File: config.mk
export PLATFORM = sky130hd
export DESIGN_NAME = fetch_sequencer
export DESIGN_NICKNAME = d
export VERILOG_FILES = /design/src/rtl/fetch_sequencer.sv
export SDC_FILE = /design/constraint.sdc
export NUM_CORES = 1
export LEC_CHECK = 0
export CORE_MARGIN = 2
export CORE_UTILIZATION = 59
export CTS_BUF_LIST = sky130_fd_sc_hd__clkbuf_8
export CTS_CLUSTER_DIAMETER = 100
export CTS_CLUSTER_SIZE = 14
export DETAILED_ROUTE_END_ITERATION = 16
export MAX_ROUTING_LAYER = met4
export PLACE_DENSITY = 0.84
export SYNTH_ARGS = -nofsm -noshare
export SYNTH_HDL_FRONTEND = slang
export SYNTH_SLANG_ARGS = --single-unit
File: constraint.sdc
create_clock -name CLK -period 2.6 [get_ports CLK]
set_input_delay 0.52 -clock CLK [delete_from_list [all_inputs] [get_ports CLK]]
set_output_delay 0.52 -clock CLK [all_outputs]
set_load 0.02 [all_outputs]
File: src/rtl/fetch_sequencer.sv
// fetch_sequencer
//   Six-slot ring-counter instruction fetch unit with a small internal
//   program RAM. T1..T3 perform the fetch (address, PC increment, IR load),
//   T4 handles jump and halt requests, and T5/T6 are idle execute slots that
//   external control logic can use. The unit holds while run=0 and freezes
//   in HALT until CLR.
//
// Ports
//   CLK        in   clock, rising edge
//   CLR        in   asynchronous active-high reset (RAM contents are kept)
//   run        in   1 = ring counter advances, 0 = hold
//   prog_we    in   program RAM write strobe (accepted only while run=0)
//   prog_addr  in   program RAM write address
//   prog_data  in   program RAM write data
//   jmp_en     in   load PC from jmp_addr (sampled in T4 only)
//   jmp_addr   in   jump target
//   hlt        in   halt request (sampled in T4 only, wins over jmp_en)
//   pc_out     out  program counter
//   mar_out    out  memory address register
//   ir_out     out  instruction register
//   opcode     out  upper OPC_W bits of IR
//   operand    out  remaining low bits of IR
//   t_state    out  one-hot T1..T6 (bit0 = T1), all zero in HALT
//   bus_out    out  shared bus: PC in T1, RAM[MAR] in T3, else 0
//   halted     out  1 while in HALT
//
// State | meaning
//   T1   | address: MAR <= PC, PC drives the bus
//   T2   | increment: PC <= PC + 1
//   T3   | memory: IR <= RAM[MAR], RAM[MAR] drives the bus
//   T4   | control: hlt -> HALT, else jmp_en -> PC <= jmp_addr
//   T5   | execute slot, no register update
//   T6   | execute slot, no register update
//   HALT | t_state = 0, everything frozen until CLR

module fetch_sequencer #(
  parameter int ADDR_W = 4,
  parameter int DATA_W = 8,
  parameter int OPC_W  = 4
) (
  input  logic                      CLK,
  input  logic                      CLR,
  input  logic                      run,
  input  logic                      prog_we,
  input  logic [ADDR_W-1:0]         prog_addr,
  input  logic [DATA_W-1:0]         prog_data,
  input  logic                      jmp_en,
  input  logic [ADDR_W-1:0]         jmp_addr,
  input  logic                      hlt,
  output logic [ADDR_W-1:0]         pc_out,
  output logic [ADDR_W-1:0]         mar_out,
  output logic [DATA_W-1:0]         ir_out,
  output logic [OPC_W-1:0]          opcode,
  output logic [DATA_W-OPC_W-1:0]   operand,
  output logic [5:0]                t_state,
  output logic [DATA_W-1:0]         bus_out,
  output logic                      halted
);

  localparam logic [5:0] ST_T1   = 6'b000001;
  localparam logic [5:0] ST_T2   = 6'b000010;
  localparam logic [5:0] ST_T3   = 6'b000100;
  localparam logic [5:0] ST_T4   = 6'b001000;
  localparam logic [5:0] ST_T5   = 6'b010000;
  localparam logic [5:0] ST_T6   = 6'b100000;
  localparam logic [5:0] ST_HALT = 6'b000000;

  localparam int DEPTH = 2 ** ADDR_W;

  logic [DATA_W-1:0] mem [DEPTH];
  logic [ADDR_W-1:0] pc;
  logic [ADDR_W-1:0] mar;
  logic [DATA_W-1:0] ir;
  logic [5:0]        state;
  logic              halt_q;
  logic [DATA_W-1:0] mem_rd;

  assign mem_rd = mem[mar];

  // Program RAM has no reset so a CLR never wipes a loaded program.
  // Loading is only legal while the sequencer is stopped.
  always_ff @(posedge CLK) begin
    if (prog_we && !run) begin
      mem[prog_addr] <= prog_data;
    end
  end

  always_ff @(posedge CLK or posedge CLR) begin
    if (CLR) begin
      pc     <= '0;
      mar    <= '0;
      ir     <= '0;
      state  <= ST_T1;
      halt_q <= 1'b0;
    end else if (run && !halt_q) begin
      case (state)
        ST_T1: begin
          mar   <= pc;
          state <= ST_T2;
        end
        ST_T2: begin
          pc    <= pc + ADDR_W'(1);
          state <= ST_T3;
        end
        ST_T3: begin
          ir    <= mem_rd;
          state <= ST_T4;
        end
        ST_T4: begin
          if (hlt) begin
            halt_q <= 1'b1;
            state  <= ST_HALT;
          end else begin
            if (jmp_en) begin
              pc <= jmp_addr;
            end
            state <= ST_T5;
          end
        end
        ST_T5:   state <= ST_T6;
        ST_T6:   state <= ST_T1;
        default: state <= state;
      endcase
    end
  end

  always_comb begin
    bus_out = '0;
    if (state == ST_T1) begin
      bus_out = DATA_W'(pc);
    end else if (state == ST_T3) begin
      bus_out = mem_rd;
    end
  end

  assign pc_out  = pc;
  assign mar_out = mar;
  assign ir_out  = ir;
  assign opcode  = ir[DATA_W-1 -: OPC_W];
  assign operand = ir[DATA_W-OPC_W-1:0];
  assign t_state = state;
  assign halted  = halt_q;

endmodule
==> metrics <==
outcome complete, but fails checks; failing checks negative setup slack; Synthesized Nets 388; first-pass GRT wire length ~21 mm; Site Rows 37; Synth top cells by count edfxtp_1, nor2_1, dfrtp_1, mux2_2, mux4_2; Leakage 2.76 nW; Hold Slack between 0.4 and 0.5 ns; Initial Util 0.607; initial antenna violation count 0; DP HPWL 9.14 mm; total grt overflow 0; WL/cell approximately 23 um; CTS sink count 151; WP data required 2.08 ns; n_diodes 0; Largest stage delay, worst path about 0.5 ns; DR pass1 iterations 4; Critical Path Fanout Max 5; DRT Wirelength 14.4 mm; Syn Inst Count 365; Final Skew 0.0116 ns; Yosys top cell area share 0.614; Hold Crit Class input pin to async pin; Worst Path Buf+Inv 2; Layout Nets between 400 and 500; input/output buffers 60; H-tree depth 4; peak supply drop 0.519 mV; pin count of the biggest net entering global routing 24; CP cell instances buf_8, mux4_2, mux2_4, a22oi_2, o21ai_1, buf_4; RSZ-0062 raised after global routing yes; Chip Width 107 um; Yosys reg bits 151; sequential element share of the synthesized area 0.706; Max Freq 0.339 GHz; setup slack after layout -0.353 ns; synthesized area about 6300 sq um; hold_buf cts 0; latest clock arrival within the worst-skew pair 0.44 ns; total CTS buffers 17; main area contributors after synthesis edfxtp_1, dfrtp_1, mux4_2; GRT Total Usage 0.270; Final Util 0.764; Post-synth top flop edfxtp_1; Cells after DPL 580; max-cap viol count 0; count leader, synth edfxtp_1; Routability Congestion slightly below 0.9; Slew headroom 0.617; DR iter-0 viols 373; Synth area leader edfxtp_1; Die ar. 11,500 sq um; setup violators final 8; register area 4420 sq um; Final Cycle Share 1.14; Multi-input gate area 1790 sq um; fin crit period 2.95 ns; Synth Warn # 0; Worst-Margin Slew between 0.5 and 0.6 ns; PD cells 571 nW/um^2; height of the die 107 um; DRC violation count after routing 0; critical path class flip-flop to output pin; Post-synth EDFFs about 130; final instance area slightly below 8000 sq um; Worst EP arrival between 2 and 2.5 ns; final non-filler cell total approximately 620; CP delay by family, top multiplexers; via count 3,837; layout cells sized above 1 0.322; clock-pin transition on the worst setup and hold timing paths 0.08 ns; Core ar. 10,300 sq um; Post-synth ARST share 0.152; Root Buffer clkbuf_8; crit start category flip-flop; Slowest-stage cell, CP mux4_2; Vias/cell 6.15; Top Ports just over 60; syn_area_per_cell between 15 and 20 sq um; Critical Path Start mar_out[0]; overall power 4.51 mW; Crit. End Element output pin; Fin. Hold Viols 0; number of global-route vias before repair 3,745; FF-to-FF Start mar_out[0]; count of cell types in the netlist 47; Layout fillers 568; Clock Tree Buf Depth 2; Area Growth Syn to Fin 25.9%; Post-DP Area roughly 7200 sq um; TritonCTS clock tree built; Final Max Tran Viols 0; Routed Antenna Nets 0
[power breakdown]
group | switching [mW] | total [mW] | leakage [nW] | internal [mW]
combinational | 0.0794 | 0.138 | 1.11 | 0.0591
clock | 0.801 | 1.70 | 0.208 | 0.898
sequential | 0.0147 | 2.67 | 1.44 | 2.65
[routing by layer]
layer	part of all wire	routed length (um)	track usage	vias up
li1	-	-	-	1669
met2	0.50	7220	0.418	234
met4	0.031	452	0.129	0
met1	0.39	5540	0.345	1896
met5	0	0	-	-
met3	0.080	1160	0.0596	38
[through the flow]
step | setup TNS [ns] | setup slack, ns
floorplan | 0 | 0.153
global placement | -1.59 | -0.295
detailed placement | -1.78 | -0.298
CTS | -1.88 | -0.304
global route | -2.79 | -0.394
finish | -2.30 | -0.353
[layout make-up]
cell class | instances | share of cell area
sequential | 151 | 0.561
clock inverter | 9 | 0.00952
inverter | 7 | 0.00333
clock buffer | 23 | 0.0401
timing repair buffer | 113 | 0.138
tap | 136 | 0.0216
multi-input combinational | 185 | 0.227
[layout by cell type (no fill, tap or decap), types with 3 or more instances in the layout]
master / netlist / routed
clkdlybuf4s50_1: 0 / 52
mux2_2: 22 / 17
nand2_1: 14 / 14
a22oi_2: 1 / 5
nor2_1: 23 / 20
a2bb2oi_1: 7 / 6
nand2b_1: 5 / 5
dfrtp_1: 22 / 21
nand3_1: 3 / 3
inv_1: 7 / 10
o22ai_2: 0 / 6
mux2_4: 0 / 5
mux2i_1: 18 / 17
buf_4: 11 / 44
buf_12: 0 / 4
nand4b_1: 3 / 3
edfxtp_1: 128 / 128
buf_6: 2 / 7
clkbuf_8: 0 / 23
nor3_1: 4 / 4
nor2b_1: 4 / 4
o21ai_1: 5 / 6
buf_8: 0 / 5
a21oi_1: 9 / 9
o21ai_0: 7 / 5
mux4_2: 22 / 22
[what timing repair did]
action	4_1_cts	5_1_grt
pin swaps	11	15
resized for setup	60	24
gates cloned	1	0
setup buffers	7	6
endpoints found under the setup margin	8	8
[worst paths after layout]
path | depth (start not counted) | slack [ns] | endpoint
min in group CLK | 2 | 0.52 | ir_out[5]
worst max-delay path | 6 | -0.35 | bus_out[1]
max in group asynchronous | 3 | 1.88 | t_state[0]
worst min register to register | 2 | 0.52 | ir_out[5]
worst min-delay path | 3 | 0.43 | t_state[3]
worst max register to register | 7 | 0.42 | ir_out[4]
[worst reg2reg max path, cell delays in order, from the launching register on]
cell     delay [ns]
dfrtp_2        0.46
buf_8          0.17
buf_8          0.14
mux4_2         0.56
mux2i_4        0.20
o22ai_2        0.14
buf_4          0.15
mux2_2         0.25
[flip-flops by register name (all words and copies together) (netlist names)]
name and cells:
mar_out 4, ir_out 8, halted 1, mem 128, pc_out 4, t_state 6
[logic make-up after synthesis]
kind of cell / after synthesis / synth area share
fa+ha+maj: 1 / 0.00200
flops: 151 / 0.706
compound gates: 53 / 0.0583
buf+inv: 29 / 0.0270
mux: 62 / 0.147
xor+xnor: 1 / 0.00140
simple gates: 68 / 0.0581
No activity file was read; power rests on OpenSTA's default activity.
